`config.mk`:
```
export PLATFORM = sky130hd
export DESIGN_NAME = mips_instr_encoder
export DESIGN_NICKNAME = d
export VERILOG_FILES = /design/src/rtl/mips_isa_pkg.sv /design/src/rtl/mips_instr_pack.sv /design/src/rtl/mips_instr_encoder.sv
export SDC_FILE = /design/constraint.sdc
export NUM_CORES = 1
export LEC_CHECK = 0
export ABC_AREA = 0
export BUFFER_PORTS_ARGS = -buffer_cell sky130_fd_sc_hd__buf_2
export CORE_MARGIN = 5
export CORE_UTILIZATION = 35
export DETAILED_ROUTE_END_ITERATION = 8
export GPL_TIMING_DRIVEN = 0
export PLACE_DENSITY_LB_ADDON = 0.15
export RECOVER_POWER = 50
export SETUP_SLACK_MARGIN = 0.02
export SLEW_MARGIN = 40
export SYNTH_ARGS = -nofsm -noshare
export SYNTH_HDL_FRONTEND = slang
export SYNTH_SLANG_ARGS = --single-unit
```
`constraint.sdc`:
```
create_clock -name clk -period 3.3 [get_ports clk]
set_clock_uncertainty 0.1 [all_clocks]
set_input_delay 0 -clock clk [delete_from_list [all_inputs] [get_ports clk]]
set_output_delay 0 -clock clk [all_outputs]
set_load 0.05 [all_outputs]
```
`src/rtl/mips_isa_pkg.sv`:
```
// mips_isa_pkg
//   Shared MIPS ISA constants: instruction kinds, decoder ALU_OP codes,
//   primary opcodes, R-type function codes, the NOP word, and the state
//   encoding of the program-load encoder.  The core's control decoder
//   uses the same tables, so encoder and decoder round-trip exactly.
//   No ports (package).
package mips_isa_pkg;

  // Instruction kind as presented on in_kind.
  typedef enum logic [2:0] {
    KIND_R      = 3'd0,
    KIND_I      = 3'd1,
    KIND_BRANCH = 3'd2,
    KIND_LW     = 3'd3,
    KIND_SW     = 3'd4,
    KIND_J      = 3'd5,
    KIND_JAL    = 3'd6,
    KIND_RSVD   = 3'd7
  } kind_e;

  // Encoder FSM states, also exported on the debug state output.
  typedef enum logic [2:0] {
    ST_IDLE  = 3'd0,
    ST_RUN   = 3'd1,
    ST_DRAIN = 3'd2,
    ST_DONE  = 3'd3,
    ST_ERR   = 3'd4
  } enc_state_e;

  // Decoder ALU_OP codes.
  localparam logic [4:0] ALU_XOR  = 5'b00000;
  localparam logic [4:0] ALU_SLL  = 5'b00001;
  localparam logic [4:0] ALU_SRL  = 5'b00010;
  localparam logic [4:0] ALU_SRA  = 5'b00011;
  localparam logic [4:0] ALU_ADD  = 5'b00100;
  localparam logic [4:0] ALU_SUB  = 5'b00101;
  localparam logic [4:0] ALU_MULT = 5'b00110;
  localparam logic [4:0] ALU_DIV  = 5'b00111;
  localparam logic [4:0] ALU_OR   = 5'b01000;
  localparam logic [4:0] ALU_NOR  = 5'b01001;
  localparam logic [4:0] ALU_AND  = 5'b01010;
  localparam logic [4:0] ALU_SLT  = 5'b01011;
  localparam logic [4:0] ALU_JR   = 5'b01100;
  localparam logic [4:0] ALU_BEQ  = 5'b01101;
  localparam logic [4:0] ALU_BNE  = 5'b01110;
  localparam logic [4:0] ALU_BLEZ = 5'b01111;
  localparam logic [4:0] ALU_BGTZ = 5'b10000;
  localparam logic [4:0] ALU_BGEZ = 5'b10001;
  localparam logic [4:0] ALU_LUI  = 5'b10010;
  localparam logic [4:0] ALU_SLLV = 5'b11001;
  localparam logic [4:0] ALU_SRLV = 5'b11010;

  // Primary opcodes.
  localparam logic [5:0] OP_RTYPE  = 6'b000000;
  localparam logic [5:0] OP_REGIMM = 6'b000001;
  localparam logic [5:0] OP_J      = 6'b000010;
  localparam logic [5:0] OP_JAL    = 6'b000011;
  localparam logic [5:0] OP_BEQ    = 6'b000100;
  localparam logic [5:0] OP_BNE    = 6'b000101;
  localparam logic [5:0] OP_BLEZ   = 6'b000110;
  localparam logic [5:0] OP_BGTZ   = 6'b000111;
  localparam logic [5:0] OP_ADDI   = 6'b001000;
  localparam logic [5:0] OP_ADDIU  = 6'b001001;
  localparam logic [5:0] OP_SLTI   = 6'b001010;
  localparam logic [5:0] OP_ANDI   = 6'b001100;
  localparam logic [5:0] OP_ORI    = 6'b001101;
  localparam logic [5:0] OP_XORI   = 6'b001110;
  localparam logic [5:0] OP_LUI    = 6'b001111;
  localparam logic [5:0] OP_LW     = 6'b100011;
  localparam logic [5:0] OP_SW     = 6'b101011;

  // R-type function codes.
  localparam logic [5:0] F_SLL  = 6'b000000;
  localparam logic [5:0] F_SRL  = 6'b000010;
  localparam logic [5:0] F_SRA  = 6'b000011;
  localparam logic [5:0] F_SLLV = 6'b000100;
  localparam logic [5:0] F_SRLV = 6'b000110;
  localparam logic [5:0] F_JR   = 6'b001000;
  localparam logic [5:0] F_MULT = 6'b011000;
  localparam logic [5:0] F_DIV  = 6'b011010;
  localparam logic [5:0] F_ADD  = 6'b100000;
  localparam logic [5:0] F_ADDU = 6'b100001;
  localparam logic [5:0] F_SUB  = 6'b100010;
  localparam logic [5:0] F_SUBU = 6'b100011;
  localparam logic [5:0] F_AND  = 6'b100100;
  localparam logic [5:0] F_OR   = 6'b100101;
  localparam logic [5:0] F_XOR  = 6'b100110;
  localparam logic [5:0] F_NOR  = 6'b100111;
  localparam logic [5:0] F_SLT  = 6'b101010;

  localparam logic [31:0] NOP_WORD = 32'h0000_0000;

  // I-format word: {op, rs, rt, imm}.
  function automatic logic [31:0] pack_i(input logic [5:0] op, input logic [4:0] rs,
                                         input logic [4:0] rt, input logic [15:0] imm);
    return {op, rs, rt, imm};
  endfunction

endpackage

```
`src/rtl/mips_instr_pack.sv`:
```
// mips_instr_pack
//   Purely combinational: decoder-level fields -> 32-bit MIPS word plus an
//   illegal flag (reserved kind, or ALU_OP missing from the kind's table).
//   When illegal, word is NOP_WORD.
// Ports:
//   kind[2:0], alu_op[4:0], is_unsigned, rs/rt/rd/shamt[4:0], imm[15:0],
//   target[25:0]   in   request fields
//   word[31:0]     out  encoded instruction
//   illegal        out  request cannot be encoded
module mips_instr_pack
  import mips_isa_pkg::*;
(
  input  logic [2:0]  kind,
  input  logic [4:0]  alu_op,
  input  logic        is_unsigned,
  input  logic [4:0]  rs,
  input  logic [4:0]  rt,
  input  logic [4:0]  rd,
  input  logic [4:0]  shamt,
  input  logic [15:0] imm,
  input  logic [25:0] target,
  output logic [31:0] word,
  output logic        illegal
);

  logic [5:0] func;
  logic [5:0] op;
  logic [4:0] rs_f;
  logic [4:0] rt_f;
  logic [4:0] shamt_f;
  logic [31:0] raw;

  always_comb begin
    func    = F_SLL;
    op      = OP_RTYPE;
    rs_f    = rs;
    rt_f    = rt;
    shamt_f = 5'd0;
    illegal = 1'b0;
    raw     = NOP_WORD;
    case (kind)
      KIND_R: begin
        case (alu_op)
          ALU_XOR:  func = F_XOR;
          // Constant-amount shifts carry shamt and have no rs operand.
          ALU_SLL:  begin func = F_SLL; rs_f = 5'd0; shamt_f = shamt; end
          ALU_SRL:  begin func = F_SRL; rs_f = 5'd0; shamt_f = shamt; end
          ALU_SRA:  begin func = F_SRA; rs_f = 5'd0; shamt_f = shamt; end
          ALU_SLLV: func = F_SLLV;
          ALU_SRLV: func = F_SRLV;
          ALU_ADD:  func = is_unsigned ? F_ADDU : F_ADD;
          ALU_SUB:  func = is_unsigned ? F_SUBU : F_SUB;
          ALU_MULT: func = F_MULT;
          ALU_DIV:  func = F_DIV;
          ALU_OR:   func = F_OR;
          ALU_NOR:  func = F_NOR;
          ALU_AND:  func = F_AND;
          ALU_SLT:  func = F_SLT;
          ALU_JR:   func = F_JR;
          default:  illegal = 1'b1;
        endcase
        raw = {OP_RTYPE, rs_f, rt, rd, shamt_f, func};
      end
      KIND_I: begin
        case (alu_op)
          ALU_ADD: op = is_unsigned ? OP_ADDIU : OP_ADDI;
          ALU_AND: op = OP_ANDI;
          ALU_XOR: op = OP_XORI;
          ALU_OR:  op = OP_ORI;
          ALU_SLT: op = OP_SLTI;
          ALU_LUI: begin op = OP_LUI; rs_f = 5'd0; end
          default: illegal = 1'b1;
        endcase
        raw = pack_i(op, rs_f, rt, imm);
      end
      KIND_BRANCH: begin
        case (alu_op)
          ALU_BEQ:  op = OP_BEQ;
          ALU_BNE:  op = OP_BNE;
          ALU_BLEZ: begin op = OP_BLEZ; rt_f = 5'd0; end
          ALU_BGTZ: begin op = OP_BGTZ; rt_f = 5'd0; end
          // BGEZ lives under REGIMM; rt selects the condition.
          ALU_BGEZ: begin op = OP_REGIMM; rt_f = 5'd1; end
          default:  illegal = 1'b1;
        endcase
        raw = pack_i(op, rs, rt_f, imm);
      end
      KIND_LW:  raw = pack_i(OP_LW, rs, rt, imm);
      KIND_SW:  raw = pack_i(OP_SW, rs, rt, imm);
      KIND_J:   raw = {OP_J, target};
      KIND_JAL: raw = {OP_JAL, target};
      default:  illegal = 1'b1;
    endcase
    word = illegal ? NOP_WORD : raw;
  end

endmodule

```
`src/rtl/mips_instr_encoder.sv`:
```
// mips_instr_encoder
//   Accepts decoder-level instruction requests, encodes them with
//   mips_instr_pack and streams the words into instruction memory at
//   consecutive addresses starting at base_addr, with start/last/done framing.
//   Optional build macro: MIPS_ENC_ILLEGAL_NOP_EN -- when defined, illegal
//   requests write a NOP at the current address instead of being dropped.
// Handshakes: a request transfers on a clock edge where in_valid && in_ready;
//   a memory write completes on an edge where imem_we && imem_ready.  While a
//   write is stalled, imem_we/imem_addr/imem_wdata hold their values.  in_ready
//   may depend combinationally on imem_ready (push into a full buffer is
//   allowed in the same cycle a write completes).
// Ports:
//   clk, rst_n                 clock, async active-low reset
//   start, base_addr           begin a load (IDLE or ERR only)
//   in_valid/in_ready          request handshake
//   in_kind .. in_last         request fields
//   imem_we/addr/wdata, imem_ready   instruction-memory write port
//   done                       one-cycle pulse at end of frame
//   err_illegal                one-cycle pulse after an unencodable request
//   err_full                   level: write would pass DEPTH-1
//   word_count                 words written since start
//   dbg_state                  current FSM state (enc_state_e)
module mips_instr_encoder
  import mips_isa_pkg::*;
#(
  parameter int ADDR_W = 10,
  parameter int DEPTH  = 1024
) (
  input  logic              clk,
  input  logic              rst_n,
  input  logic              start,
  input  logic [ADDR_W-1:0] base_addr,
  input  logic              in_valid,
  output logic              in_ready,
  input  logic [2:0]        in_kind,
  input  logic [4:0]        in_alu_op,
  input  logic              in_unsigned,
  input  logic [4:0]        in_rs,
  input  logic [4:0]        in_rt,
  input  logic [4:0]        in_rd,
  input  logic [4:0]        in_shamt,
  input  logic [15:0]       in_imm,
  input  logic [25:0]       in_target,
  input  logic              in_last,
  output logic              imem_we,
  output logic [ADDR_W-1:0] imem_addr,
  output logic [31:0]       imem_wdata,
  input  logic              imem_ready,
  output logic              done,
  output logic              err_illegal,
  output logic              err_full,
  output logic [ADDR_W:0]   word_count,
  output logic [2:0]        dbg_state
);

  localparam int CW = ADDR_W + 1;
  localparam logic [CW-1:0] DEPTH_C = CW'(DEPTH);

  enc_state_e         state_q, state_d;
  // One extra bit so the address can reach DEPTH and be caught there.
  logic [CW-1:0]      addr_q, addr_d;
  logic [CW-1:0]      wc_q, wc_d;
  logic [1:0]         cnt_q, cnt_d;
  logic               rd_ptr_q, rd_ptr_d;
  logic               wr_ptr_q, wr_ptr_d;
  logic [1:0][31:0]   buf_q, buf_d;
  logic               err_illegal_q, err_illegal_d;
  logic               err_full_q, err_full_d;

  logic [31:0] pack_word;
  logic        pack_illegal;
  logic        active, at_limit, wr_pend, pop, accept, push;
  logic [31:0] push_word;

  mips_instr_pack u_pack (
    .kind        (in_kind),
    .alu_op      (in_alu_op),
    .is_unsigned (in_unsigned),
    .rs          (in_rs),
    .rt          (in_rt),
    .rd          (in_rd),
    .shamt       (in_shamt),
    .imm         (in_imm),
    .target      (in_target),
    .word        (pack_word),
    .illegal     (pack_illegal)
  );

  assign active   = (state_q == ST_RUN) || (state_q == ST_DRAIN);
  assign at_limit = (addr_q >= DEPTH_C);
  assign wr_pend  = active && (cnt_q != 2'd0);
  assign imem_we  = wr_pend && !at_limit;
  assign pop      = imem_we && imem_ready;
  assign in_ready = (state_q == ST_RUN) && ((cnt_q != 2'd2) || pop);
  assign accept   = in_valid && in_ready;

`ifdef MIPS_ENC_ILLEGAL_NOP_EN
  // Illegal requests occupy a slot as NOP so later addresses stay aligned.
  assign push      = accept;
  assign push_word = pack_illegal ? NOP_WORD : pack_word;
`else
  assign push      = accept && !pack_illegal;
  assign push_word = pack_word;
`endif

  always_comb begin
    state_d       = state_q;
    addr_d        = addr_q;
    wc_d          = wc_q;
    cnt_d         = cnt_q;
    rd_ptr_d      = rd_ptr_q;
    wr_ptr_d      = wr_ptr_q;
    buf_d         = buf_q;
    err_full_d    = err_full_q;
    err_illegal_d = accept && pack_illegal;

    if (push) begin
      buf_d[wr_ptr_q] = push_word;
      wr_ptr_d        = ~wr_ptr_q;
    end
    if (pop) begin
      rd_ptr_d = ~rd_ptr_q;
      addr_d   = addr_q + CW'(1);
      wc_d     = wc_q + CW'(1);
    end
    case ({push, pop})
      2'b10:   cnt_d = cnt_q + 2'd1;
      2'b01:   cnt_d = cnt_q - 2'd1;
      default: cnt_d = cnt_q;
    endcase

    case (state_q)
      ST_IDLE, ST_ERR: begin
        if (start) begin
          state_d    = ST_RUN;
          addr_d     = {1'b0, base_addr};
          wc_d       = '0;
          cnt_d      = 2'd0;
          rd_ptr_d   = 1'b0;
          wr_ptr_d   = 1'b0;
          err_full_d = 1'b0;
        end
      end
      ST_RUN, ST_DRAIN: begin
        if (wr_pend && at_limit) begin
          // Pending write would land past the memory: abandon the frame.
          state_d    = ST_ERR;
          err_full_d = 1'b1;
          cnt_d      = 2'd0;
          rd_ptr_d   = 1'b0;
          wr_ptr_d   = 1'b0;
        end else if (state_q == ST_RUN) begin
          if (accept && in_last) state_d = ST_DRAIN;
        end else if (cnt_q == 2'd0) begin
          state_d = ST_DONE;
        end
      end
      ST_DONE: state_d = ST_IDLE;
      default: state_d = ST_IDLE;
    endcase
  end

  always_ff @(posedge clk or negedge rst_n) begin
    if (!rst_n) begin
      state_q       <= ST_IDLE;
      addr_q        <= '0;
      wc_q          <= '0;
      cnt_q         <= 2'd0;
      rd_ptr_q      <= 1'b0;
      wr_ptr_q      <= 1'b0;
      buf_q         <= '0;
      err_illegal_q <= 1'b0;
      err_full_q    <= 1'b0;
    end else begin
      state_q       <= state_d;
      addr_q        <= addr_d;
      wc_q          <= wc_d;
      cnt_q         <= cnt_d;
      rd_ptr_q      <= rd_ptr_d;
      wr_ptr_q      <= wr_ptr_d;
      buf_q         <= buf_d;
      err_illegal_q <= err_illegal_d;
      err_full_q    <= err_full_d;
    end
  end

  assign imem_addr   = addr_q[ADDR_W-1:0];
  assign imem_wdata  = buf_q[rd_ptr_q];
  assign done        = (state_q == ST_DONE);
  assign err_illegal = err_illegal_q;
  assign err_full    = err_full_q;
  assign word_count  = wc_q;
  assign dbg_state   = state_q;

endmodule

```
## Word level (Yosys, flattened, before mapping)

Cells that the tools add are included.
W data, S select, Z words.

| word-level totals | value |
|---|---|
| logic and storage cells | 135 |
| output and inout bits | 61 |
| input port bits | 87 |
| register bits | 95 |

| cells by class | value |
|---|---|
| equal/unequal tests | 37 |
| order comparisons | 4 |
| reduce and logical (&&, ||, !) cells | 30 |
| bitwise logic cells | 2 |
| muxes and demuxes | 48 |
| add/subtract/negate cells | 4 |

Operator list:

| cell | count |
|---|---|
| $pmux W32 S7 | 1 |
| $mux W32 | 4 |
| $pmux W6 S14 | 1 |
| $mux W11 | 6 |
| $bwmux W64 | 1 |
| $eq A5 B4 Y1 const B | 8 |
| $pmux W6 S6 | 1 |
| $demux W32 S1 | 1 |
| $eq A5 B5 Y1 const B | 5 |
| $add A11 B1 Y11 const B | 2 |
| $eq A5 B3 Y1 const B | 4 |
| $mux W3 | 5 |
| $mux W5 | 3 |
| $pmux W3 S5 | 1 |
| $reduce_or A15 Y1 | 1 |
| $mux W1 | 14 |
| $eq A3 B2 Y1 const B | 4 |
| $eq A3 B3 Y1 const B | 4 |
| $ge A11 B11 Y1 const B | 1 |
| $eq A5 B2 Y1 const B | 2 |
| $logic_and A1 B1 Y1 | 10 |
| $pmux W5 S2 | 1 |
| $ne A4 B4 Y1 const B | 2 |
| $pmux W2 S2 | 2 |
| other kinds (26) | 41 |

## Logic depth before layout (Yosys ltp)

| logic depth | value |
|---|---|
| word-level depth | 13 |
| depth in mapped cells | 13 |
| mapped depth without buffers | 10 |

## Cells and area by module

From an unflattened synthesis, not the netlist that was laid out.

| unflattened totals | value |
|---|---|
| cells, all modules | 590 |
| area, all modules | 5983.2 sq um |

Modules (own cells, without submodules):

| module | cells an instance | instances | seq. area each (sq um) | area each (sq um) |
|---|---|---|---|---|
| mips_instr_encoder | 367 | 1 | 2377.3 | 4563.1 |
| mips_instr_pack | 223 | 1 | 0.0 | 1420.1 |

## Least setup slack after synthesis

Ideal clock, no wire load.

| timing path | value |
|---|---|
| path kind | reg2reg |
| from | register state_q[1] (netlist: dbg_state[1]) |
| to | register buf_q[19] in the netlist's numbering |
| stages on the path, launching flop included | 12 |
| arrival | 3.093 ns |
| setup time | 0.095 ns |
| required time | 3.105 ns |
| period minus slack after synthesis | 3.288 ns |
| buffers on the path | 3 |
| path slack | 0.012 ns |
| cell sequence | dfrtp_1 > clkbuf_2 > xnor2_2 > nor4b_2 > o21a_1 > nand2_1 > nor2_1 > ha_1 > clkbuf_1 > clkinv_1 > clkbuf_1 > o31ai_1 |

| on the way | value |
|---|---|
| cells in the longest elaborated chain, start to end | 9 |
| elaborated cells between the ends (all ways) | 10 |
| classes of those cells | eq/ne (2); reduce/logical (8) |

Ends and longest elaborated chain:

| what | RTL line | source |
|---|---|---|
| start: declaration | mips_instr_encoder.sv:59 | `enc_state_e state_q, state_d;` |
| start signal: assignment | mips_instr_encoder.sv:175 | `state_q <= state_d;` |
| $eq A3 B1 Y1 or $eq A3 B2 Y1 (tied branches) | mips_instr_encoder.sv:89, mips_instr_encoder.sv:94 |  |
| $logic_or A1 B1 Y1 | mips_instr_encoder.sv:89 | `assign active = (state_q == ST_RUN) \|\| (state_q == ST_DRAIN);` |
| $logic_and A1 B1 Y1 | mips_instr_encoder.sv:91 | `assign wr_pend = active && (cnt_q != 2'd0);` |
| $logic_and A1 B1 Y1 | mips_instr_encoder.sv:92 | `assign imem_we = wr_pend && !at_limit;` |
| $logic_and A1 B1 Y1 | mips_instr_encoder.sv:93 | `assign pop = imem_we && imem_ready;` |
| $logic_or A1 B1 Y1 | mips_instr_encoder.sv:94 | `assign in_ready = (state_q == ST_RUN) && ((cnt_q != 2'd2) \|\| pop);` |
| $logic_and A1 B1 Y1 (*) | mips_instr_encoder.sv:94 |  |
| named net in_ready | mips_instr_encoder.sv:34 | `output logic in_ready,` |
| $logic_and A1 B1 Y1 (*) | mips_instr_encoder.sv:95 | `assign accept = in_valid && in_ready;` |
| $logic_and A1 B1 Y1 (*) | mips_instr_encoder.sv:102 | `assign push = accept && !pack_illegal;` |
| end signal: assignment | mips_instr_encoder.sv:181 | `buf_q <= buf_d;` |
| end: declaration | mips_instr_encoder.sv:66 | `logic [1:0][31:0] buf_q, buf_d;` |

The timed path passes the listed nets; every way through them passes the cells marked *.
A chain may end at the register's enable or synchronous reset.

## Worst setup path in the final report

| timing path | value |
|---|---|
| from | register state_q[1] (netlist: dbg_state[1]) |
| to | register buf_q[56] in the netlist's numbering |

| on the way | value |
|---|---|
| cells in the longest elaborated chain, start to end | 9 |
| elaborated cells between the ends (all ways) | 10 |
| classes of those cells | eq/ne (2); reduce/logical (8) |

Ends and longest elaborated chain:

| what | RTL line |
|---|---|
| $eq A3 B1 Y1 or $eq A3 B2 Y1 (tied branches) | mips_instr_encoder.sv:89, mips_instr_encoder.sv:94 |
| $logic_or A1 B1 Y1 | mips_instr_encoder.sv:89 |
| $logic_and A1 B1 Y1 | mips_instr_encoder.sv:91 |
| $logic_and A1 B1 Y1 | mips_instr_encoder.sv:92 |
| $logic_and A1 B1 Y1 | mips_instr_encoder.sv:93 |
| $logic_or A1 B1 Y1 | mips_instr_encoder.sv:94 |
| $logic_and A1 B1 Y1 (*) | mips_instr_encoder.sv:94 |
| $logic_and A1 B1 Y1 (*) | mips_instr_encoder.sv:95 |
| $logic_and A1 B1 Y1 (*) | mips_instr_encoder.sv:102 |

Every way passes the cells marked *; elsewhere a longest branch is shown, timed or not.

==> run_results.csv <==
group,metric,value,unit
run_status,status,"complete, but fails checks",
run_status,failed_checks,"capacitance limit, slew limit",
drt,vias,5466,
finish,areaGrowthSynthToFinish,27.84,%
die,ioPinCount,148,
logic_synthesis,ys_warn_count,0,
die,die-area,0.01926,mm^2
run,maxCapViolations,1,
global_route,grt_antenna_before_repair,0,
drt,first_pass_iters,6,
die,die_height,138.8,um
critical_path,rrSetupSlack,0.22,ns
finish,finalNetCount,893,
global_route,globalRouteTotalUtil,19.56,%
global_route,grt_pass1_wl,30.88,mm
global_route,first_global_vias,5739,
finish,stdcell_area,0.007418,mm^2
critical_path,r2r_cells,10,
finish,fin_util,45.21,%
timing,maxSlewHeadroom,-25.71,%
critical_path,cp_max_fo,10,
timing,period_minus_slack,3.076,ns
placement,place_area,0.006840,mm^2
finish,diodes,0,
timing,grt_setup_unrepaired,"true",
drt,ant_nets,0,
clocking,htreeDepth,3,
finish,fillers,1664,
drt,routed.top_layer,"met4",
drt,drtIter0Drc,256,
critical_path,r2r-start,"dbg_state[1]$_DFFE_PN0P_",
clocking,cts_root_buf,"clkbuf_16",
clocking,clk_path_buf_depth,2,
logic_synthesis,syn_area_per_cell,9.513,um^2
logic_synthesis,synth_top_area_cell,"dfrtp_1",
die,core_area,0.01641,mm^2
finish,final_common_cell,"buf_2",
clocking,clkTransAtPathRegs,0.06,ns
logic_synthesis,synth-seq-cells,93,
drt,wl_met1,8.326,mm
finish,drive_gt1_share,27.45,%
placement,dpl.hpwl,13.96,mm
timing,slew_viol_final,35,
timing,clock.fmax,0.3251,GHz
logic_synthesis,synth_cell_types,65,
clocking,clock_latency,0.35,ns
critical_path,critPathKind,"reg2reg",
logic_synthesis,synth_seq_area_share,40.10,%
critical_path,start_kind,"flip-flop",
die,core.rowCount,47,
logic_synthesis,postSynthCellCount,610,
logic_synthesis,synth_flop_cell,"dfrtp_1",
critical_path,r2r_end,"buf_q[56]$_DFFE_PN0P_",
timing,setup_tns,0,ns
logic_synthesis,synth_area,0.005803,mm^2
drt,detail_route.wl_per_cell,18.25,um
global_route,overflow,0,
critical_path,cp-end-kind,"flip-flop",
pwr,max-vdd-ir-drop,355.5,uV
timing,hold_violations,0,
logic_synthesis,yosys.area.top_type_share,40.10,%
die,start_util,35.37,%
finish,layout_common_cells,"buf_2 (122), dfrtp_1 (93), nand2_1 (55)",
worst_hold_path,hold_start,"in_target[22]",
timing,tightestPinTransition,1.886,ns
placement,routabilityCongestion,0.9248,
pwr,p_leak,0.003232,uW
clocking,cts_buffers,9,
logic_synthesis,synth_edf_count,0,
critical_path,critical_path_required,3.42,ns
clocking,cts_tree,"yes",
logic_synthesis,yosys-top-cells-area,"dfrtp_1 (40%), mux2_2 (7.8%), o2bb2ai_1 (5.7%)",
worst_hold_path,hold_path_class,"in2reg",
logic_synthesis,synthArstFlopShare,100.0,%
timing,finalCritPeriodShare,93.22,%
worst_hold_path,hold_end,"buf_q[54]$_DFFE_PN0P_",
pwr,p_per_area,792.7,mW/mm^2
critical_path,arrival,3.20,ns
logic_synthesis,synth_fp_nets,702,
timing,timing.hold.ws,0.007929,ns
drt,dr_wl_met3,811,um
die,die_x,138.8,um
drt,wirelength,18.71,mm
drt,drcViolationCount,0,
placement,port-buffer-count,144,
drt,avgViaCountPerCell,5.333,
global_route,grt_max_degree,61,
worst_hold_path,hold_depth,5,
clocking,clock_sink_count,93,
timing,setup_viol,0,
drt,wl_met2,9.270,mm
Yosys cell counts, types with 4 or more instances:
cell type   n
a221oi_1    8
nand2_1    55
dfrtp_1    93
clkbuf_1   23
and3b_1     4
nand2b_1    5
buf_2       9
mux2_2     40
buf_4      17
and3_1      8
o21ai_0    35
nand3_1    13
nor3_1      7
xor2_1     19
inv_1       9
nor2b_1    11
or2_2       5
nor2_1     36
xnor2_1     7
mux2i_1     4
a32oi_1     6
a22o_1     11
a31oi_1     4
nor4_1      4
and2_1     16
a21oi_1    23
ha_1        5
nand4_1     9
o31ai_1    22
a22oi_1     7
o2bb2ai_1  38
buf_1       6
worst max path at each step:
stage	from	to	slack, ns	cells after the start
2_1_floorplan	dbg_state[1]$_DFFE_PN0P_	buf_q[19]$_DFFE_PN0P_	0.18	11
3_3_place_gp	in_alu_op[0]	buf_q[55]$_DFFE_PN0P_	-0.21	13
3_5_place_dp	in_alu_op[0]	buf_q[56]$_DFFE_PN0P_	-0.24	13
4_1_cts	dbg_state[1]$_DFFE_PN0P_	buf_q[23]$_DFFE_PN0P_	0.16	10
5_1_grt	dbg_state[1]$_DFFE_PN0P_	buf_q[55]$_DFFE_PN0P_	0.009	10
6_report	dbg_state[1]$_DFFE_PN0P_	buf_q[56]$_DFFE_PN0P_	0.22	10
flip-flops by register name (all words and copies together) (netlist names):
name and count:
word_count 11, buf_q 62, err_illegal 1, cnt_q 2
err_full 1, addr_q 11, dbg_state 3, rd_ptr_q 1
wr_ptr_q 1
through the flow:
stage               total power [uW]  cells  setup slack [ns]
floorplan                       4162    610            0.1770
global placement                4862    974           -0.2087
detailed placement              4931    975           -0.2431
CTS                             5976   1025            0.1610
global route                    6225   1025          0.009326
finish                          5881   1025            0.2236
layer usage:
layer | vias up | track usage (%)
met2 | 139 | 33.01
met4 | 0 | 5.201
li1 | 2627 | -
met3 | 23 | 4.310
met5 | - | 0
met1 | 2677 | 25.48
critical path, stage by stage (launching register included):
cell	delay (ns)
dfrtp_1	0.37
clkbuf_2	0.17
xnor2_2	0.21
nor4b_2	0.37
o21a_2	0.21
nand2_1	0.10
nor2_1	0.17
ha_2	0.35
clkinv_1	0.28
clkbuf_1	0.38
o2bb2ai_1	0.23
power breakdown:
part,leakage [uW],switching (uW),total (uW),internal (uW)
Sequential,0.00122,275,1830,1550
Combinational,0.00189,2060,3070,1010
Clock,0.000129,452,982,530
final cells by class:
class                   count  area [um^2]  share of cell area [%]
plain buffers              58        311.5                   4.200
clock buffers              12        246.5                   3.323
clock inverters             3        21.27                  0.2867
inverters                  12        46.29                  0.6241
multi-input cells         445         3131                   42.20
flip-flops and latches     93         2327                   31.37
well taps                 220        275.3                   3.711
repair buffers            182         1060                   14.29
logic make-up (layout without fill, tap and decap cells):
family / Yosys count / in the layout / synth area share, %
AO/OA/AOI/OAI: 177 / 177 / 22.51
adder cells (fa/ha/maj): 5 / 5 / 1.078
AND/OR/NAND/NOR: 191 / 191 / 17.31
buffers and inverters: 72 / 267 / 6.274
XOR/XNOR: 27 / 27 / 4.205
flip-flops: 93 / 93 / 40.10
other: 1 / 1 / 0.06462
multiplexers: 44 / 44 / 8.452
timing repair:
item	CTS	global route
buffers inserted	0	0
gates resized for setup	2	1
endpoints found under the setup margin	54	14
hold buffers	37	0
endpoints found under the hold margin	133	0
(Power assumes the default switching activity.)
